<file path="src/rtl/spn_pkg.sv">
`default_nettype none
// ============================================================================
// Module   : spn_pkg
// Brief    : Shared types, S-box tables and word-level helpers for the SPN core.
// Revision : 1.0 - initial release
// ============================================================================
package spn_pkg;

    typedef enum logic [1:0] {
        IDLE = 2'd0,
        R1   = 2'd1,
        R2   = 2'd2,
        DONE = 2'd3
    } state_t;

    localparam logic [3:0] SBOX [16] = '{
        4'hE, 4'h4, 4'hD, 4'h1, 4'h2, 4'hF, 4'hB, 4'h8,
        4'h3, 4'hA, 4'h6, 4'hC, 4'h5, 4'h9, 4'h0, 4'h7
    };

    localparam logic [3:0] SBOX_INV [16] = '{
        4'hE, 4'h3, 4'h4, 4'h8, 4'h1, 4'hC, 4'hA, 4'hF,
        4'h7, 4'hD, 4'h9, 4'h6, 4'hB, 4'h2, 4'h0, 4'h5
    };

    function automatic logic [15:0] sub16(input logic [15:0] x);
        logic [15:0] r;
        r = '0;
        for (int n = 0; n < 4; n++) begin
            r[4*n +: 4] = SBOX[x[4*n +: 4]];
        end
        return r;
    endfunction

    function automatic logic [15:0] inv_sub16(input logic [15:0] x);
        logic [15:0] r;
        r = '0;
        for (int n = 0; n < 4; n++) begin
            r[4*n +: 4] = SBOX_INV[x[4*n +: 4]];
        end
        return r;
    endfunction

    // Bit transpose of the 4x4 nibble matrix; applying it twice is identity.
    function automatic logic [15:0] perm16(input logic [15:0] x);
        logic [15:0] r;
        r = '0;
        for (int i = 0; i < 4; i++) begin
            for (int j = 0; j < 4; j++) begin
                r[4*j + i] = x[4*i + j];
            end
        end
        return r;
    endfunction

endpackage
`default_nettype wire

</file>
<file path="src/rtl/spn_sbox4.sv">
`default_nettype none
// ============================================================================
// Module   : spn_sbox4
// Brief    : Combinational 4-bit S-box with forward/inverse select.
// Revision : 1.0 - initial release
// ============================================================================
module spn_sbox4
    import spn_pkg::*;
(
    input  logic [3:0] din,
    input  logic       inv,
    output logic [3:0] dout
);

    assign dout = inv ? SBOX_INV[din] : SBOX[din];

endmodule
`default_nettype wire

</file>
<file path="src/rtl/spn_round_engine.sv">
`default_nettype none
// ============================================================================
// Module   : spn_round_engine
// Brief    : Iterative two-round 16-bit SPN encrypt/decrypt datapath.
// Revision : 1.0 - initial release
// ============================================================================
module spn_round_engine
    import spn_pkg::*;
#(
    parameter int DATA_W = 16,
    parameter int NIB_W  = 4
) (
    input  logic              clk,
    input  logic              reset,
    input  logic              mode,
    input  logic [DATA_W-1:0] round_keys [0:2],
    input  logic [DATA_W-1:0] in_data,
    input  logic              in_valid,
    output logic              in_ready,
    output logic [DATA_W-1:0] out_data,
    output logic              out_valid,
    input  logic              out_ready,
    output logic              busy
);

    localparam int NUM_SBOX = DATA_W / NIB_W;

    generate
        if (DATA_W != 16 || NIB_W != 4) begin : g_width_check
            $error("spn_round_engine supports only DATA_W=16 with NIB_W=4");
        end
    endgenerate

    state_t            r_state;
    logic [DATA_W-1:0] r_data;
    logic [DATA_W-1:0] r_k1;
    logic [DATA_W-1:0] r_k2;
    logic              r_mode;
    logic              r_in_ready;
    logic              r_out_valid;
    logic              r_busy;

    logic [DATA_W-1:0] w_sbox_in;
    logic [DATA_W-1:0] w_sbox_out;
    logic [DATA_W-1:0] w_round_key;
    logic [DATA_W-1:0] w_round;

    // Decrypt round 2 undoes the permutation before substitution; all other
    // rounds feed the S-boxes directly, so one S-box bank serves both modes.
    assign w_sbox_in = (r_state == R2 && r_mode) ? perm16(r_data) : r_data;

    genvar g;
    generate
        for (g = 0; g < NUM_SBOX; g++) begin : g_sbox
            spn_sbox4 u_sbox (
                .din  (w_sbox_in[g*NIB_W +: NIB_W]),
                .inv  (r_mode),
                .dout (w_sbox_out[g*NIB_W +: NIB_W])
            );
        end
    endgenerate

    assign w_round_key = (r_state == R1) ? r_k1 : r_k2;
    assign w_round     = ((r_state == R1 && !r_mode) ? perm16(w_sbox_out) : w_sbox_out)
                         ^ w_round_key;

    always_ff @(posedge clk or posedge reset) begin
        if (reset) begin
            r_state     <= IDLE;
            r_data      <= '0;
            r_k1        <= '0;
            r_k2        <= '0;
            r_mode      <= 1'b0;
            r_in_ready  <= 1'b1;
            r_out_valid <= 1'b0;
            r_busy      <= 1'b0;
        end else begin
            case (r_state)
                IDLE: begin
                    if (in_valid) begin
                        r_data     <= in_data ^ round_keys[0];
                        r_k1       <= round_keys[1];
                        r_k2       <= round_keys[2];
                        r_mode     <= mode;
                        r_state    <= R1;
                        r_in_ready <= 1'b0;
                        r_busy     <= 1'b1;
                    end
                end
                R1: begin
                    r_data  <= w_round;
                    r_state <= R2;
                end
                R2: begin
                    r_data      <= w_round;
                    r_state     <= DONE;
                    r_out_valid <= 1'b1;
                end
                DONE: begin
                    if (out_ready) begin
                        r_state     <= IDLE;
                        r_out_valid <= 1'b0;
                        r_busy      <= 1'b0;
                        r_in_ready  <= 1'b1;
                    end
                end
                default: begin
                    r_state     <= IDLE;
                    r_out_valid <= 1'b0;
                    r_busy      <= 1'b0;
                    r_in_ready  <= 1'b1;
                end
            endcase
        end
    end

    assign in_ready  = r_in_ready;
    assign out_valid = r_out_valid;
    assign busy      = r_busy;
    assign out_data  = r_data;

endmodule
`default_nettype wire

</file>
<file path="config.mk">
export PLATFORM = sky130hd
export DESIGN_NAME = spn_round_engine
export DESIGN_NICKNAME = d
export VERILOG_FILES = /design/src/rtl/spn_pkg.sv /design/src/rtl/spn_sbox4.sv /design/src/rtl/spn_round_engine.sv
export SDC_FILE = /design/constraint.sdc
export NUM_CORES = 1
export LEC_CHECK = 0
export BUFFER_PORTS_ARGS = -buffer_cell sky130_fd_sc_hd__buf_2
export CAP_MARGIN = 25
export CORE_MARGIN = 2
export CORE_UTILIZATION = 38
export DETAILED_ROUTE_END_ITERATION = 6
export PLACE_DENSITY = 0.64
export SYNTH_ARGS = -nofsm -noshare
export SYNTH_HDL_FRONTEND = slang
export SYNTH_SLANG_ARGS = --single-unit
</file>
<file path="constraint.sdc">
create_clock -name clk -period 4.2 [get_ports clk]
set_clock_uncertainty 0.1 [all_clocks]
set_input_delay 0.21 -clock clk [delete_from_list [all_inputs] [get_ports clk]]
set_output_delay 0.21 -clock clk [all_outputs]
set_load 0.01 [all_outputs]
</file>
==> flow_summary_export.csv, run 1 <==
group,metric,value,unit
synth,synthesis.nets,632,
finish,final_util,44.1,%
clocking,cts_setup_buffers,0,
routing,wl_per_cell,17.7,um
finish,diodes,0,
routing,ant_nets,0,
setup_path,worstSetupPathType,"flip-flop to flip-flop",
synth,synth_edf_count,0,
die,die_area,13700,um2
setup_path,required,4.27,ns
clocking,cts_tree,"built",
routing,vias_per_cell,5.80,
routing,route.met2.wl,6.29,mm
global_route,grt_max_degree,67,
setup_path,critical-path-top-cell-by-count,"inv_1",
power_and_ir_drop,power_density,1010,nW/um2
sta,slew_headroom,54.6,%
synth,netlist.area_leader.share,27.3,%
synth,synthArstFlopShare,100,%
setup_path,arrival,3.62,ns
sta,finalMaxSlewViolations,0,
setup_path,cp.depth,13,
outcome,outcome,"completed",
routing,met3_length,918,um
sta,setup_viol,0,
synth,syn_area,4860,um2
die,die-width,117,um
clocking,clkLatencyLatePin,0.30,ns
sta,rsz0062_at_grt,"no",
routing,vias,4492,
global_route,antenna_found_initial,0,
synth,ys_seq_elements,54,
hold_path,hold_end,"r_k1[14]",
setup_path,cp-start-kind,"flip-flop",
clocking,path_clk_slew,0.08,ns
placement,place_ws,0.747,ns
sta,setup_tns,0,ns
synth,synth_most_common_cell,"dfrtp_1",
clocking,clockRootBuffer,"clkbuf_16",
routing,drt_iter0_drc,319,
clocking,cts_sinks,54,
placement,io_buffers,87,
hold_path,holdPathStages,2,
finish,area_delta_synth_final,14.1,%
setup_path,slowest_stage,"mux2i_1",
synth,synth_top_area_cell,"dfrtp_1",
finish,drive_gt1_share,26.7,%
power_and_ir_drop,total_power,5.57,mW
setup_path,cp_top_family,"compound AO/OA/AOI/OAI gates",
synth,synth_top_cells_by_count,"dfrtp_1 (53), a21oi_1 (43), mux2_2 (36)",
global_route,grt_pass1_wl,22.0,mm
sta,min_period,3.55,ns
power_and_ir_drop,p_leak,2.40,nW
placement,globalplace.congestion,0.907,
setup_path,reg2reg_depth,13,
placement,dp_hpwl,10.1,mm
clocking,cts_resized,0,
setup_path,crit_path_cell_trace,"inv_1, ha_1, and2_4, mux2i_1, inv_1, ha_1, inv_1, a31oi_1, a21oi_1, a21oi_1, xnor2_1, a2111oi_0, a211oi_1",
setup_path,path_buf_inv,3,
global_route,grt.total_usage,20.5,%
setup_path,r2r-end,"out_data[7]",
clocking,htreeDepth,2,
finish,final_area,5550,um2
routing,wl_met1,6.09,mm
die,core_area,12600,um2
setup_path,reg2reg_from,"r_state[0]",
sta,clock.fmax,282,MHz
setup_path,end_kind,"flip-flop",
routing,drc,0,
synth,synthFlopType,"dfrtp_1",
routing,routed_wl,13.7,mm
synth,synthDistinctLibCells,75,
clocking,cts_buffer_depth,2,
sta,setup_ws,0.650,ns
job,drv_cap,0,
sta,hold_violations,0,
sta,worst_pin_slew,0.681,ns
finish,fin_cells,775,
synth,syn_inst,540,
power_and_ir_drop,ir_drop,0.000557,V
hold_path,hold_path.class,"primary input to flip-flop",
routing,top_layer_used,"met4",
synth,ys_seq_area_share,27.8,%
synth,syn_avg_cell_area,9.00,um2
clocking,cts_buffers,5,
die,core.rowCount,41,
routing,drt_first_pass_iters,5,
synth,yosys-top-cells-area,"dfrtp_1 (27%), mux2_2 (8.3%), mux2i_1 (6.2%)",
synth,yosys_warnings,0,
sta,timing.hold.ws,0.0332,ns
setup_path,crit_path_max_incr_delay,0.51,ns
clocking,holdBufCountCts,1,
global_route,first_global_vias,4229,
placement,place_inst,766,
die,io_pins,88,
finish,nets,694,
die,start_util,38.7,%
placement,dpl_cell_area,5380,um2
setup_path,worst-path-max-fanout,22,
hold_path,min-delay-start,"round_keys[30]",
setup_path,r2r_slack,0.65,ns
die,die_h,117,um
global_route,grt-ovfl-total,0,
sta,period_share,84.5,%
==> logic make-up (layout without fill, tap and decap cells) <==
kind of cell	Yosys count	in the layout	synth area share (%)
flip-flops	54	54	27.8
multiplexers	72	72	16.7
AND/OR/NAND/NOR	117	117	13.2
buffers and inverters	71	134	6.31
AO/OA/AOI/OAI	161	161	22.5
adder cells (fa/ha/maj)	23	23	5.92
XOR/XNOR	42	42	7.57
==> metal layers <==
metal  up-vias  GRT usage, %
met1      2132          28.2
met5         -             0
met4         0          7.76
li1       2127             -
met2       199          32.1
met3        34          3.60
==> cell usage in the layout (no fill, tap or decap), types with 4 or more instances in the layout <==
cell / n
xor2_1: 17
nor2_1: 18
o221ai_1: 5
dfrtp_1: 52
mux2i_1: 30
nor3_1: 21
nand3_1: 9
ha_1: 23
inv_1: 24
xnor2_1: 25
clkbuf_16: 5
mux2_2: 36
and4b_1: 4
o21ai_0: 15
a221oi_1: 6
nand2b_1: 6
a31oi_1: 6
buf_2: 87
a21o_1: 5
o31ai_1: 6
and3_1: 5
or3_1: 4
nand4b_1: 5
buf_4: 10
o21ai_1: 13
o211ai_1: 9
a21oi_1: 43
nand2_1: 25
a311oi_1: 4
a211oi_1: 11
==> sequential cells by signal (all words and copies together), names as in the netlist <==
| register | count |
|---|---|
| busy | 1 |
| in_ready | 1 |
| out_data | 16 |
| out_valid | 1 |
| r_k1 | 16 |
| r_k2 | 16 |
| r_mode | 1 |
| r_state | 2 |
==> how the worst max path moves through the flow <==
stage,start,endpoint,slack [ns]
after floorplan,r_state[0],out_data[11],1.16
after global placement,r_state[0],out_data[7],0.84
after detailed placement,r_state[0],out_data[7],0.75
after CTS,r_state[0],out_data[7],0.72
after global routing,r_state[0],out_data[7],0.49
final,r_state[0],out_data[7],0.65
==> layout make-up <==
class                   count  area (um2)
clock inverters             3        26.3
flip-flops and latches     54        1350
multi-input cells         415        3200
fillers                  1247        7020
repair buffers             98         520
inverters                  28         105
well taps                 172         215
clock buffers               5         125
==> where the power goes <==
group / leakage, nW / internal [mW] / switching, mW
Combinational: 1.69 / 1.67 / 2.22
Clock: 0.0748 / 0.227 / 0.207
Sequential: 0.634 / 0.804 / 0.439
(Power assumes the default switching activity.)
==> run 2, diff against run 1 <==
- ABC_AREA: unset -> 1
- PLACE_DENSITY: 0.64 -> 0.65
- clock period: 4.2 -> 3.6 ns (I/O delays scaled with it)
==> flow_summary_export.csv, run 2 <==
group,metric,value,unit
outcome,outcome,"finished, violations left",
outcome,violations,"design-rule violations",
sta,worst_pin_slew,0.710,ns
global_route,grt-ovfl-total,0,
setup_path,cp-start-kind,"flip-flop",
placement,globalplace.congestion,0.919,
finish,nets,803,
synth,synthArstFlopShare,100,%
global_route,grt.total_usage,20.2,%
synth,yosys-top-cells-area,"dfrtp_1 (29%), nand2_1 (14%), nand3_1 (9.3%)",
finish,diodes,0,
synth,synth_top_area_cell,"dfrtp_1",
global_route,first_global_vias,4345,
routing,ant_nets,0,
clocking,clkLatencyLatePin,0.30,ns
synth,ys_seq_elements,54,
job,drv_cap,0,
synth,syn_inst,633,
routing,drt_first_pass_iters,7,
global_route,antenna_found_initial,0,
sta,slew_headroom,52.6,%
sta,clock.fmax,337,MHz
sta,period_share,82.4,%
synth,synthFlopType,"dfrtp_1",
sta,hold_violations,0,
die,die_area,12800,um2
setup_path,arrival,3.10,ns
die,io_pins,88,
synth,syn_avg_cell_area,7.13,um2
die,core_area,11500,um2
synth,synth_top_cells_by_count,"nand2_1 (165), nand3_1 (84), inv_1 (65)",
die,die-width,113,um
synth,synth_most_common_cell,"nand2_1",
clocking,clockRootBuffer,"clkbuf_16",
die,die_h,113,um
setup_path,end_kind,"flip-flop",
global_route,grt_pass1_wl,21.0,mm
routing,drt_iter0_drc,389,
setup_path,crit_path_max_incr_delay,0.55,ns
clocking,path_clk_slew,0.07,ns
finish,most-common-layout-cells,"nand2_1 (165), buf_2 (87), nand3_1 (84)",
setup_path,worstSetupPathType,"flip-flop to flip-flop",
clocking,cts_buffer_depth,2,
synth,yosys_warnings,0,
routing,vias_per_cell,5.20,
setup_path,cp_top_family,"simple AND/OR/NAND/NOR gates",
routing,vias,4446,
synth,synth_edf_count,0,
setup_path,critical-path-top-cell-by-count,"nand2_1",
setup_path,path_buf_inv,3,
clocking,cts_tree,"built",
synth,synthDistinctLibCells,41,
hold_path,hold_path.class,"primary input to flip-flop",
setup_path,slowest_stage,"o21ai_2",
finish,fillCellCount,1170,
clocking,htreeDepth,2,
die,core.rowCount,39,
finish,area_delta_synth_final,15.7,%
setup_path,required,3.73,ns
finish,drive_gt1_share,22.2,%
synth,netlist.area_leader.share,29.4,%
placement,io_buffers,87,
routing,drc,3,
setup_path,worst-path-max-fanout,25,
synth,syn_area,4510,um2
sta,setup_viol,0,
global_route,grt_max_degree,44,
sta,finalMaxSlewViolations,0,
sta,rsz0062_at_grt,"no",
clocking,cts_buffers,5,
synth,ys_seq_area_share,30.0,%
setup_path,crit_path_cell_trace,"inv_1, ha_1, nand2_8, o21ai_2, inv_1, nand2_1, nand2_1, nand2_1, nand2_1, inv_1, nand3_1, nand3_1, nand3_1, a21oi_1",
clocking,cts_sinks,54,
sta,setup_tns,0,ns
routing,wl_per_cell,14.8,um
finish,mostFrequentLayoutCell,"nand2_1",
placement,dp_hpwl,9.61,mm
clocking,cts_setup_buffers,0,
die,start_util,39.2,%
synth,synthesis.nets,725,
sta,min_period,2.97,ns
routing,routed_wl,12.7,mm
## run 2: cell types whose count changed in the layout (fill, tap and decap cells not counted), moves of 13 or more
cell and delta:
nor3_1 -20, o21ai_0 +27, nand2_1 +140, mux2_2 -13
nand3_1 +75, mux2i_1 -28, xnor2_1 -16, inv_1 +40
nor2_1 +13
## run 2: final timing paths
check | cells after the start | from | slack, ns | to
max | 14 | r_state[0] | 0.63 | out_data[13]
min | 2 | round_keys[9] | 0.009 | r_k2[9]
max reg2reg | 14 | r_state[0] | 0.63 | out_data[13]
min reg2reg | 2 | in_ready | 0.39 | in_ready
max in group asynchronous | 4 | reset | 2.10 | in_ready
min in group asynchronous | 3 | reset | 0.44 | out_data[9]
## run 2: routing by layer
layer,global-route usage [%],share of wire (%),vias to the layer above
met5,0,0,-
met4,6.26,1.7,0
met3,2.73,5.7,20
met2,33.6,46,140
met1,27.5,46,2052
li1,-,-,2234
## run 2: kinds of logic after synthesis
family | count (synthesis) | share of synthesized area (%)
adder cells (fa/ha/maj) | 23 | 6.38
multiplexers | 25 | 6.18
AND/OR/NAND/NOR | 307 | 29.9
AO/OA/AOI/OAI | 110 | 15.0
flip-flops | 54 | 30.0
XOR/XNOR | 17 | 3.30
buffers and inverters | 97 | 9.20
## run 2: timing repair
action,CTS,global route
hold endpoints to repair,31,0
hold buffers,1,0
gates resized for setup,0,0
## run 2: area by class of cell
class | count | area (um2) | area share [%]
Clock buffer | 6 | 129 | 2.47
Clock inverter | 2 | 37.5 | 0.719
Inverter | 72 | 273 | 5.22
Multi-Input combinational cell | 482 | 2750 | 52.6
Sequential cell | 54 | 1350 | 25.9
Tap cell | 143 | 179 | 3.43
Timing Repair Buffer | 96 | 505 | 9.68
## run 2: through the flow
step / cells / cell area (um2) / hold slack [ns] / util [%] / setup WS (ns)
3_3_place_gp: 846 / 5040 / 0.227 / 43.8 / 0.761
2_1_floorplan: 633 / 4510 / 0.231 / - / 1.21
3_5_place_dp: 846 / 5040 / 0.236 / 43.8 / 0.697
5_1_grt: 855 / 5220 / 0.0104 / 45.3 / 0.293
4_1_cts: 855 / 5220 / 0.00440 / 45.3 / 0.677
6_report: 855 / 5220 / 0.00857 / 45.3 / 0.633
Power of run 2 is left out: the tool's default activity adds up to more than one toggle a clock period on the data nets, which glitch-free logic cannot reach.
==> run 3, diff against run 2 <==
- clock period: 3.6 -> 3.1 ns (I/O delays scaled with it)
==> flow_summary_export.csv, run 3 (synthesized netlist as in run 2, its figures left out) <==
group,metric,value,unit
outcome,outcome,"finished, violations left",
outcome,violations,"design-rule violations, negative hold slack",
die,start_util,39.2,%
sta,finalMaxSlewViolations,0,
hold_path,hold_end,"r_k1[5]",
finish,diodes,0,
clocking,clockRootBuffer,"clkbuf_16",
setup_path,reg2reg_depth,14,
finish,most-common-layout-cells,"nand2_1 (165), buf_2 (87), nand3_1 (84)",
sta,timing.hold.ws,-0.00261,ns
finish,nets,833,
clocking,cts_tree,"built",
placement,globalplace.congestion,0.958,
routing,ant_nets,0,
sta,setup_ws,0.345,ns
setup_path,cp-start-kind,"flip-flop",
clocking,htreeDepth,2,
setup_path,r2r-end,"out_data[14]",
placement,io_buffers,87,
global_route,first_global_vias,4506,
die,die_area,12800,um2
setup_path,arrival,2.89,ns
job,drv_cap,0,
setup_path,crit_path_max_incr_delay,0.41,ns
setup_path,crit_path_cell_trace,"inv_1, ha_2, nand2_8, o21ai_2, ha_1, a21oi_1, nand2_1, nand3_1, nand2_1, nand2_1, nand2_1, nand2_1, nand3_1, a21oi_1",
sta,clock.fmax,363,MHz
clocking,path_clk_slew,0.08,ns
finish,drive_gt1_share,22.0,%
setup_path,critical-path-top-cell-by-count,"nand2_1",
global_route,grt-ovfl-total,0,
setup_path,slowest_stage,"dfrtp_1",
global_route,antenna_found_initial,0,
sta,min_period,2.75,ns
sta,setup_tns,0,ns
global_route,grt_max_degree,55,
placement,dp_hpwl,9.71,mm
setup_path,end_kind,"flip-flop",
die,io_pins,88,
die,die_h,113,um
hold_path,holdPathStages,3,
sta,worst_pin_slew,0.721,ns
hold_path,min-delay-start,"round_keys[21]",
routing,vias_per_cell,5.21,
clocking,cts_buffers,5,
hold_path,hold_path.class,"primary input to flip-flop",
routing,wl_per_cell,14.9,um
die,core_area,11500,um2
setup_path,worstSetupPathType,"flip-flop to flip-flop",
setup_path,path_buf_inv,1,
clocking,cts_sinks,54,
setup_path,reg2reg_from,"r_state[0]",
setup_path,r2r_slack,0.35,ns
setup_path,worst-path-max-fanout,25,
finish,mostFrequentLayoutCell,"nand2_1",
routing,drt_first_pass_iters,7,
setup_path,required,3.23,ns
clocking,cts_buffer_depth,2,
die,core.rowCount,39,
die,die-width,113,um
setup_path,cp_top_family,"compound AO/OA/AOI/OAI gates",
sta,hold_violations,2,
finish,area_delta_synth_final,21.9,%
routing,drc,3,
clocking,clkLatencyLatePin,0.30,ns
global_route,grt_pass1_wl,21.8,mm
global_route,grt.total_usage,21.1,%
sta,slew_headroom,51.9,%
routing,drt_iter0_drc,419,
placement,place_ws,0.259,ns
routing,routed_wl,13.2,mm
sta,setup_viol,0,
sta,period_share,88.9,%
sta,rsz0062_at_grt,"no",
routing,vias,4611,
==> run 3: cell count changes in the layout (fill, tap and decap cells not counted) <==
| cell | before | now |
|---|---|---|
| buf_4 | 8 | 12 |
| bufinv_16 | 1 | 0 |
| clkinvlp_4 | 1 | 0 |
| dlygate4sd3_1 | 1 | 27 |
| ha_1 | 23 | 22 |
| ha_2 | 0 | 1 |
| inv_6 | 0 | 2 |
| o21ai_2 | 3 | 2 |
| o21ai_4 | 6 | 7 |
==> run 3: final cells by class <==
type	count	area, um2
Clock buffer	6	129
Clock inverter	2	17.5
Fill cell	1141	6010
Inverter	72	273
Multi-Input combinational cell	482	2760
Sequential cell	54	1350
Tap cell	143	179
Timing Repair Buffer	126	796
==> run 3: worst max path at each step <==
stage | from | end | slack [ns] | depth (start not counted)
final | r_state[0] | out_data[14] | 0.35 | 14
after global routing | r_state[0] | out_data[11] | 0.09 | 15
after CTS | r_state[0] | out_data[11] | 0.25 | 15
after detailed placement | r_state[0] | out_data[11] | 0.26 | 15
after global placement | r_state[0] | out_data[11] | 0.37 | 15
after floorplan | r_state[0] | out_data[11] | 0.71 | 17
==> run 3: layer usage <==
| metal | wire length [um] | part of all wire [%] | GRT usage, % | vias up |
|---|---|---|---|---|
| met5 | 0 | 0 | 0 | - |
| met4 | 266 | 2.0 | 6.83 | 0 |
| met1 | 5960 | 45 | 28.4 | 2109 |
| met2 | 6220 | 47 | 35.5 | 176 |
| li1 | - | - | - | 2303 |
| met3 | 762 | 5.8 | 2.68 | 23 |
==> run 3: timing repair <==
| action | in CTS | in global routing |
|---|---|---|
| hold buffers | 27 | 0 |
| buffers inserted | 0 | 0 |
| endpoints found under the hold margin | 79 | 0 |
| gates resized for setup | 0 | 2 |
| setup endpoints to repair | 0 | 3 |
==> run 3: worst register-to-register path, delay by kind of cell (launching register included) <==
kind | cells | cell delay [ns]
buf+inv | 1 | 0.13
simple gates | 8 | 0.68
compound gates | 3 | 0.71
fa+ha+maj | 2 | 0.63
flops | 1 | 0.41
==> run 3: per-stage QoR <==
stage                     util (%)  area, um2  hold WS (ns)  instances
after floorplan                  -       4510         0.206        633
after global placement        44.1       5070         0.289        850
after detailed placement      44.1       5070         0.291        850
after CTS                     47.7       5490      0.000806        885
after global routing          47.8       5500        0.0126        885
final                         47.8       5500      -0.00261        885
Power of run 3 is left out for the same reason.
